`config.mk`:
```
export PLATFORM = sky130hd
export DESIGN_NAME = floating_32bit_alu_arb
export DESIGN_NICKNAME = d
export VERILOG_FILES = /design/src/rtl/floating_32bit_alu_arb.sv
export SDC_FILE = /design/constraint.sdc
export NUM_CORES = 2
export LEC_CHECK = 0
export CAP_MARGIN = 20
export CORE_MARGIN = 2
export CORE_UTILIZATION = 32
export CTS_CLUSTER_DIAMETER = 60
export CTS_CLUSTER_SIZE = 25
export DETAILED_ROUTE_END_ITERATION = 12
export PLACE_DENSITY = 0.51
export SLEW_MARGIN = 20
export SYNTH_ARGS = -nofsm -noshare
export SYNTH_HDL_FRONTEND = slang
export SYNTH_SLANG_ARGS = --single-unit
```
`constraint.sdc`:
```
create_clock -name CLK -period 73.3 [get_ports CLK]
set_input_delay 7.33 -clock CLK [delete_from_list [all_inputs] [get_ports CLK]]
set_output_delay 7.33 -clock CLK [all_outputs]
set_load 0.02 [all_outputs]
```
`src/rtl/floating_32bit_alu_arb.sv`:
```
// floating_32bit_alu_arb
//   Round-robin arbiter that time-shares one float add/sub unit, one float
//   multiplier and (optionally) one float divider among NREQ requesters.
//   Each operation takes two cycles: grant/latch, then register the result.
//   The result is held until the consumer accepts it.
//
// Ports
//   CLK      : clock, all state updates on the rising edge
//   RST      : synchronous active-high reset
//   REQ_VLD  : per-requester request strobe            [NREQ]
//   REQ_OP   : per-requester opcode 00 add 01 sub 10 mul 11 div [2*NREQ]
//   REQ_INA  : per-requester operand A, IEEE-754 single [32*NREQ]
//   REQ_INB  : per-requester operand B, IEEE-754 single [32*NREQ]
//   REQ_RDY  : one-hot grant strobe (or zero)          [NREQ]
//   RES_VLD  : result valid
//   RES_ID   : requester that owns RES_OUT             [IDW]
//   RES_OUT  : result word                             [32]
//   RES_RDY  : result consumer ready
//   OPS_CNT  : count of accepted results, wraps        [16]
//
// Configuration
//   FLOATING_ARB_DIV_EN : when defined, a divider is built and opcode 11
//   returns INA/INB; otherwise opcode 11 returns the quiet NaN 7FC00000
//   with identical timing.
//
// Arithmetic notes: round-to-nearest-even; subnormal inputs and results are
// flushed to signed zero; every NaN result is the canonical 7FC00000.

module floating_32bit_alu_arb #(
  parameter  int NREQ = 4,
  localparam int IDW  = $clog2(NREQ)
) (
  input  logic                CLK,
  input  logic                RST,
  input  logic [NREQ-1:0]     REQ_VLD,
  input  logic [2*NREQ-1:0]   REQ_OP,
  input  logic [32*NREQ-1:0]  REQ_INA,
  input  logic [32*NREQ-1:0]  REQ_INB,
  output logic [NREQ-1:0]     REQ_RDY,
  output logic                RES_VLD,
  output logic [IDW-1:0]      RES_ID,
  output logic [31:0]         RES_OUT,
  input  logic                RES_RDY,
  output logic [15:0]         OPS_CNT
);

  localparam logic [31:0] QNAN = 32'h7FC0_0000;

  typedef enum logic [1:0] {IDLE, EXEC, HOLD} state_t;

  state_t         state, state_nxt;
  logic [IDW-1:0] last_grant, grant_idx, cand;
  logic           grant_en;
  logic [1:0]     sel_op, op_q;
  logic [31:0]    sel_ina, sel_inb, ina_q, inb_q;
  logic [31:0]    add_res, mul_res, div_res, unit_res;

  function automatic logic is_nan(input logic [31:0] x);
    return (x[30:23] == 8'hFF) && (x[22:0] != 23'd0);
  endfunction

  function automatic logic is_inf(input logic [31:0] x);
    return (x[30:23] == 8'hFF) && (x[22:0] == 23'd0);
  endfunction

  function automatic logic is_zero(input logic [31:0] x);
    return x[30:23] == 8'd0;
  endfunction

  // m carries the hidden bit at [26] and guard/round/sticky at [2:0].
  function automatic logic [31:0] round_pack(input logic s, input int e, input logic [26:0] m);
    logic [24:0] r;
    int          ee;
    logic        inc;
    inc = m[2] & (m[1] | m[0] | m[3]);
    r   = {1'b0, m[26:3]} + {24'd0, inc};
    ee  = e;
    if (r[24]) begin
      r  = r >> 1;
      ee = ee + 1;
    end
    if (ee >= 255) return {s, 8'hFF, 23'd0};
    if (ee <= 0)   return {s, 31'd0};
    return {s, ee[7:0], r[22:0]};
  endfunction

  // Subtraction reaches this function with B's sign already flipped.
  function automatic logic [31:0] fp_add(input logic [31:0] a, input logic [31:0] b);
    logic [31:0] mag_hi, mag_lo;
    logic [26:0] mx, my, m;
    logic [27:0] sum;
    int          d, e;
    if (is_nan(a) || is_nan(b) || (is_inf(a) && is_inf(b) && (a[31] != b[31]))) return QNAN;
    if (is_inf(a)) return {a[31], 8'hFF, 23'd0};
    if (is_inf(b)) return {b[31], 8'hFF, 23'd0};
    if (is_zero(a) && is_zero(b)) return {a[31] & b[31], 31'd0};
    if (is_zero(a)) return b;
    if (is_zero(b)) return a;
    if (a[30:0] >= b[30:0]) begin
      mag_hi = a;
      mag_lo = b;
    end else begin
      mag_hi = b;
      mag_lo = a;
    end
    mx = {1'b1, mag_hi[22:0], 3'b000};
    my = {1'b1, mag_lo[22:0], 3'b000};
    d  = int'(mag_hi[30:23]) - int'(mag_lo[30:23]);
    e  = int'(mag_hi[30:23]);
    // Alignment shift folds every bit shifted out into the sticky bit.
    if (d > 26)
      my = 27'd1;
    else if (d > 0)
      my = (my >> d) | {26'd0, |(my & ((27'd1 << d) - 27'd1))};
    if (mag_hi[31] == mag_lo[31]) begin
      sum = {1'b0, mx} + {1'b0, my};
      if (sum[27]) begin
        m = {sum[27:2], sum[1] | sum[0]};
        e = e + 1;
      end else begin
        m = sum[26:0];
      end
    end else begin
      m = mx - my;
      if (m == 27'd0) return 32'd0;
      for (int i = 0; i < 26; i++) begin
        if (!m[26]) begin
          m = m << 1;
          e = e - 1;
        end
      end
    end
    return round_pack(mag_hi[31], e, m);
  endfunction

  function automatic logic [31:0] fp_mul(input logic [31:0] a, input logic [31:0] b);
    logic [47:0] p;
    logic [26:0] m;
    logic        s;
    int          e;
    s = a[31] ^ b[31];
    if (is_nan(a) || is_nan(b) || (is_inf(a) && is_zero(b)) || (is_zero(a) && is_inf(b))) return QNAN;
    if (is_inf(a) || is_inf(b)) return {s, 8'hFF, 23'd0};
    if (is_zero(a) || is_zero(b)) return {s, 31'd0};
    p = {24'd0, 1'b1, a[22:0]} * {24'd0, 1'b1, b[22:0]};
    e = int'(a[30:23]) + int'(b[30:23]) - 127;
    if (p[47]) begin
      m = {p[47:22], |p[21:0]};
      e = e + 1;
    end else begin
      m = {p[46:21], |p[20:0]};
    end
    return round_pack(s, e, m);
  endfunction

`ifdef FLOATING_ARB_DIV_EN
  function automatic logic [31:0] fp_div(input logic [31:0] a, input logic [31:0] b);
    logic [49:0] num, den, q, rem;
    logic [26:0] m;
    logic        s;
    int          e;
    s = a[31] ^ b[31];
    if (is_nan(a) || is_nan(b) || (is_zero(a) && is_zero(b)) || (is_inf(a) && is_inf(b))) return QNAN;
    if (is_inf(a) || is_zero(b)) return {s, 8'hFF, 23'd0};
    if (is_zero(a) || is_inf(b)) return {s, 31'd0};
    num = {1'b1, a[22:0], 26'd0};
    den = {26'd0, 1'b1, b[22:0]};
    q   = num / den;
    rem = num % den;
    e   = int'(a[30:23]) - int'(b[30:23]) + 127;
    if (q[26]) begin
      m = {q[26:1], q[0] | (rem != 50'd0)};
    end else begin
      m = {q[25:0], rem != 50'd0};
      e = e - 1;
    end
    return round_pack(s, e, m);
  endfunction
`endif

  // Round-robin search: scan offsets from largest to smallest so the last
  // hit, i.e. the nearest requester after last_grant, wins.
  always_comb begin
    grant_idx = '0;
    cand      = '0;
    for (int off = NREQ; off >= 1; off--) begin
      cand = IDW'((int'(last_grant) + off) % NREQ);
      if (REQ_VLD[cand]) grant_idx = cand;
    end
  end

  // Operand mux for the granted requester.
  always_comb begin
    sel_op  = '0;
    sel_ina = '0;
    sel_inb = '0;
    for (int i = 0; i < NREQ; i++) begin
      if (grant_idx == IDW'(i)) begin
        sel_op  = REQ_OP[2*i +: 2];
        sel_ina = REQ_INA[32*i +: 32];
        sel_inb = REQ_INB[32*i +: 32];
      end
    end
  end

  // Next state and grant decision; a grant is possible from IDLE or when a
  // held result is being accepted, never while RST is high.
  always_comb begin
    state_nxt = state;
    grant_en  = 1'b0;
    unique case (state)
      IDLE: begin
        if (|REQ_VLD) begin
          grant_en  = 1'b1;
          state_nxt = EXEC;
        end
      end
      EXEC: state_nxt = HOLD;
      HOLD: begin
        if (RES_RDY) begin
          if (|REQ_VLD) begin
            grant_en  = 1'b1;
            state_nxt = EXEC;
          end else begin
            state_nxt = IDLE;
          end
        end
      end
      default: state_nxt = IDLE;
    endcase
    if (RST) grant_en = 1'b0;
  end

  always_comb begin
    REQ_RDY = '0;
    if (grant_en) REQ_RDY[grant_idx] = 1'b1;
  end

  // Add and sub share one adder; opcode bit 0 flips B's sign.
  assign add_res = fp_add(ina_q, {inb_q[31] ^ op_q[0], inb_q[30:0]});
  assign mul_res = fp_mul(ina_q, inb_q);
`ifdef FLOATING_ARB_DIV_EN
  assign div_res = fp_div(ina_q, inb_q);
`else
  assign div_res = QNAN;
`endif

  always_comb begin
    unique case (op_q)
      2'b10:   unit_res = mul_res;
      2'b11:   unit_res = div_res;
      default: unit_res = add_res;
    endcase
  end

  // last_grant doubles as the latched owner ID of the in-flight operation.
  always_ff @(posedge CLK) begin
    if (RST) begin
      state      <= IDLE;
      RES_VLD    <= 1'b0;
      RES_ID     <= '0;
      RES_OUT    <= '0;
      OPS_CNT    <= '0;
      last_grant <= IDW'(NREQ - 1);
      op_q       <= '0;
      ina_q      <= '0;
      inb_q      <= '0;
    end else begin
      state <= state_nxt;
      if (grant_en) begin
        last_grant <= grant_idx;
        op_q       <= sel_op;
        ina_q      <= sel_ina;
        inb_q      <= sel_inb;
      end
      if (state == EXEC) begin
        RES_OUT <= unit_res;
        RES_ID  <= last_grant;
        RES_VLD <= 1'b1;
      end else if (state == HOLD && RES_RDY) begin
        RES_VLD <= 1'b0;
        OPS_CNT <= OPS_CNT + 16'd1;
      end
    end
  end

endmodule

```
==> flow_summary.yaml <==
grt:
  grt_pass1_vias: 63566
  busiest_layer: "met2"
  grt_max_degree: 135
  met1_usage: 0.344
  grt_overflow: 0
  grt_pass1_wl_mm: 405
  use_met2: 0.461
  antenna_found_initial: 10
  grtUsageTotal: 0.271
  use_met3: 0.0276
clock_tree:
  htree_levels: 4
  post_cts.repair.setup_buffers: 0
  cts.sinks: 121
  hold_buffers: 0
  clk_latency_ps: 460
  cts.path.max_buffers: 2
  clk_pin_slew_ps: 70
  cts_made_buffers: 17
  cts_resized: 0
  cts_root_buffer: "clkbuf_16"
  cts_tree: "yes"
critical_path:
  cp-end-kind: "flip-flop"
  path_max_fanout: 43
  crit_slowest_cell: "o31ai_4"
  worstSetupPathType: "reg2reg"
  required_ps: 73680
  max_stage_delay_ps: 1040
  cp_data_arrival_time_ps: 33430
  cp_common_cell: "ha_1"
  crit_path_start_kind: "flip-flop"
timing:
  tns_ps: 0
  maxSlewViolCount: 0
  relSlewSlack: 0.171
  finalHoldViolations: 0
  layout_min_cycle_time_ps: 33060
  rsz0062_at_grt: "false"
  finClkSkew_ps: 13.8
  max_freq_mhz: 30.3
  setup_violations: 0
  worst_slew_pin_slew_ps: 1230
  fin_crit_sh: 0.451
  hold_ws_ps: 456
min_path:
  hold_path.class: "reg2reg"
yosys:
  synth_nets: 9685
  synth-simple-area-share: 0.286
  yosys-top-cells-area: "fa_1 (16%), ha_1 (7.1%), nand2_1 (6.6%), xnor2_1 (6.3%), nor2_1 (4.8%)"
  synthAdderAreaFrac: 0.231
  synth_compound_area_frac: 0.240
  syn_avg_cell_area_sq_um: 7.07
  synth.top_cells.by_count: "nand2_1 (1076), nor2_1 (784), inv_1 (669), a21oi_1 (574), fa_1 (484)"
  synthCells: 8587
  synth_edf_count: 0
  synth_xor_area_frac: 0.100
  netlist.area_leader.share: 0.159
  synth.most_common_cell: "nand2_1"
  ys_ff_latch: 121
  synthArstFlopShare: 0
  ys_dominant_reg_cell: "dfxtp_1"
  synthMuxAreaShare: 0.0303
  netlist_area_sq_um: 60700
  yosysSeqAreaShare: 0.0399
  ys_types: 139
  synth_top_family_by_area: "simple AND/OR/NAND/NOR gates"
  yosysWarnings: 0
  yosys.area.top_type: "fa_1"
drt:
  via_per_inst: 5.84
  detail-route-antenna-nets: 0
  vias: 65092
  drtIter0Drc: 5243
  wl_per_cell_um: 24.3
  drc: 0
  dr.pass1.iters: 8
  routed_wl_mm: 271
die:
  core_area_sq_um: 188000
  initial_utilization: 0.323
  dieHeight_um: 440
  fp.dieW_um: 440
  die_area_sq_um: 193000
  ios: 326
  rows: 159
job:
  cap_violations: 0
placed_design:
  hpwl_mm: 217
  port_buffers: 325
  numPlacedInstances: 11109
  place_congestion: 0.985
final_layout:
  drive_gt1_frac: 0.0517
  area_delta_synth_final_pct: 11.0
  finalNonFillerCells: 11145
  nNetsFinal: 9731
run_status:
  status: "completed"
[area by class of cell]
cell class                 instances  area (sq um)
multi-input combinational       7325         54200
sequential                       121          2420
tap                             2495          3120
fill                           20470        121000
inverter                         675          2530
clock buffer                      18           439
clock inverter                    13           194
timing repair buffer             493          4520
antenna                            5          12.5
[layer usage]
metal / up-vias / share of wire / wire length, um
met3: 464 / 0.053 / 14400
li1: 30466 / - / -
met5: - / 0.00017 / 46
met2: 2277 / 0.48 / 129000
met1: 31877 / 0.42 / 114000
met4: 8 / 0.051 / 13800
[logic make-up (layout without fill, tap and decap cells)]
kind of cell             count (synthesis)  after routing
AND/OR/NAND/NOR                       3525           3525
AO/OA/AOI/OAI                         2148           2148
buffers and inverters                 1141           1199
adder cells (fa/ha/maj)                833            833
XOR/XNOR                               647            647
multiplexers                           172            172
flip-flops                             121            121
other                                    0              5
[layout by cell type, fill, tap and decap left out, drive strengths merged, types with 53 or more instances in the layout]
cell type,Yosys,routed
a211oi,194,194
a21o,92,92
a21oi,578,578
a311oi,83,83
a31oi,82,82
and2,349,349
and3,93,93
buf,72,169
clkdlybuf4s50,0,324
dfxtp,121,121
fa,484,484
ha,343,343
inv,670,673
mux2i,133,133
nand2,1077,1077
nand2b,64,64
nand3,239,239
nand4,130,130
nor2,786,786
nor3,256,256
nor4,124,124
o211ai,93,93
o21ai,367,367
o21bai,73,73
o22ai,53,53
or2,55,55
or3,95,95
xnor2,449,449
xor2,180,180
[worst paths after layout]
path                                 from          to  slack [ps]  cells past startpoint
worst max register to register  ina_q[23]  RES_OUT[8]       40240                    124
worst max-delay path            ina_q[23]  RES_OUT[8]       40240                    124
worst min-delay path            RES_ID[0]   RES_ID[0]         460                      2
worst min register to register  RES_ID[0]   RES_ID[0]         460                      2
[registers in the layout (all words and copies together) (netlist names)]
register and flops:
last_grant 2, inb_q 32, ina_q 32, op_q 2, OPS_CNT 16, RES_OUT 32, state 2, RES_VLD 1
RES_ID 2
[through the flow]
| stage | worst slack, ps | utilization | instance area (sq um) |
|---|---|---|---|
| 6_report | 40240 | 0.358 | 67400 |
| 5_1_grt | 37720 | 0.358 | 67400 |
| 4_1_cts | 40780 | 0.358 | 67400 |
| 3_5_place_dp | 40970 | 0.355 | 66700 |
| 3_3_place_gp | 41540 | 0.354 | 66700 |
| 2_1_floorplan | 45220 | - | 60700 |
[worst max-delay path: cells and delay by family (launching register included)]
| family | cells | cell delay [ps] |
|---|---|---|
| simple gates | 42 | 9310 |
| fa+ha+maj | 19 | 6310 |
| flops | 1 | 520 |
| xor+xnor | 4 | 1180 |
| buf+inv | 10 | 2210 |
| mux | 12 | 2660 |
| compound gates | 37 | 10650 |
Power is left out: the tool's default activity adds up to more than one toggle a clock period on the data nets, which glitch-free logic cannot reach.
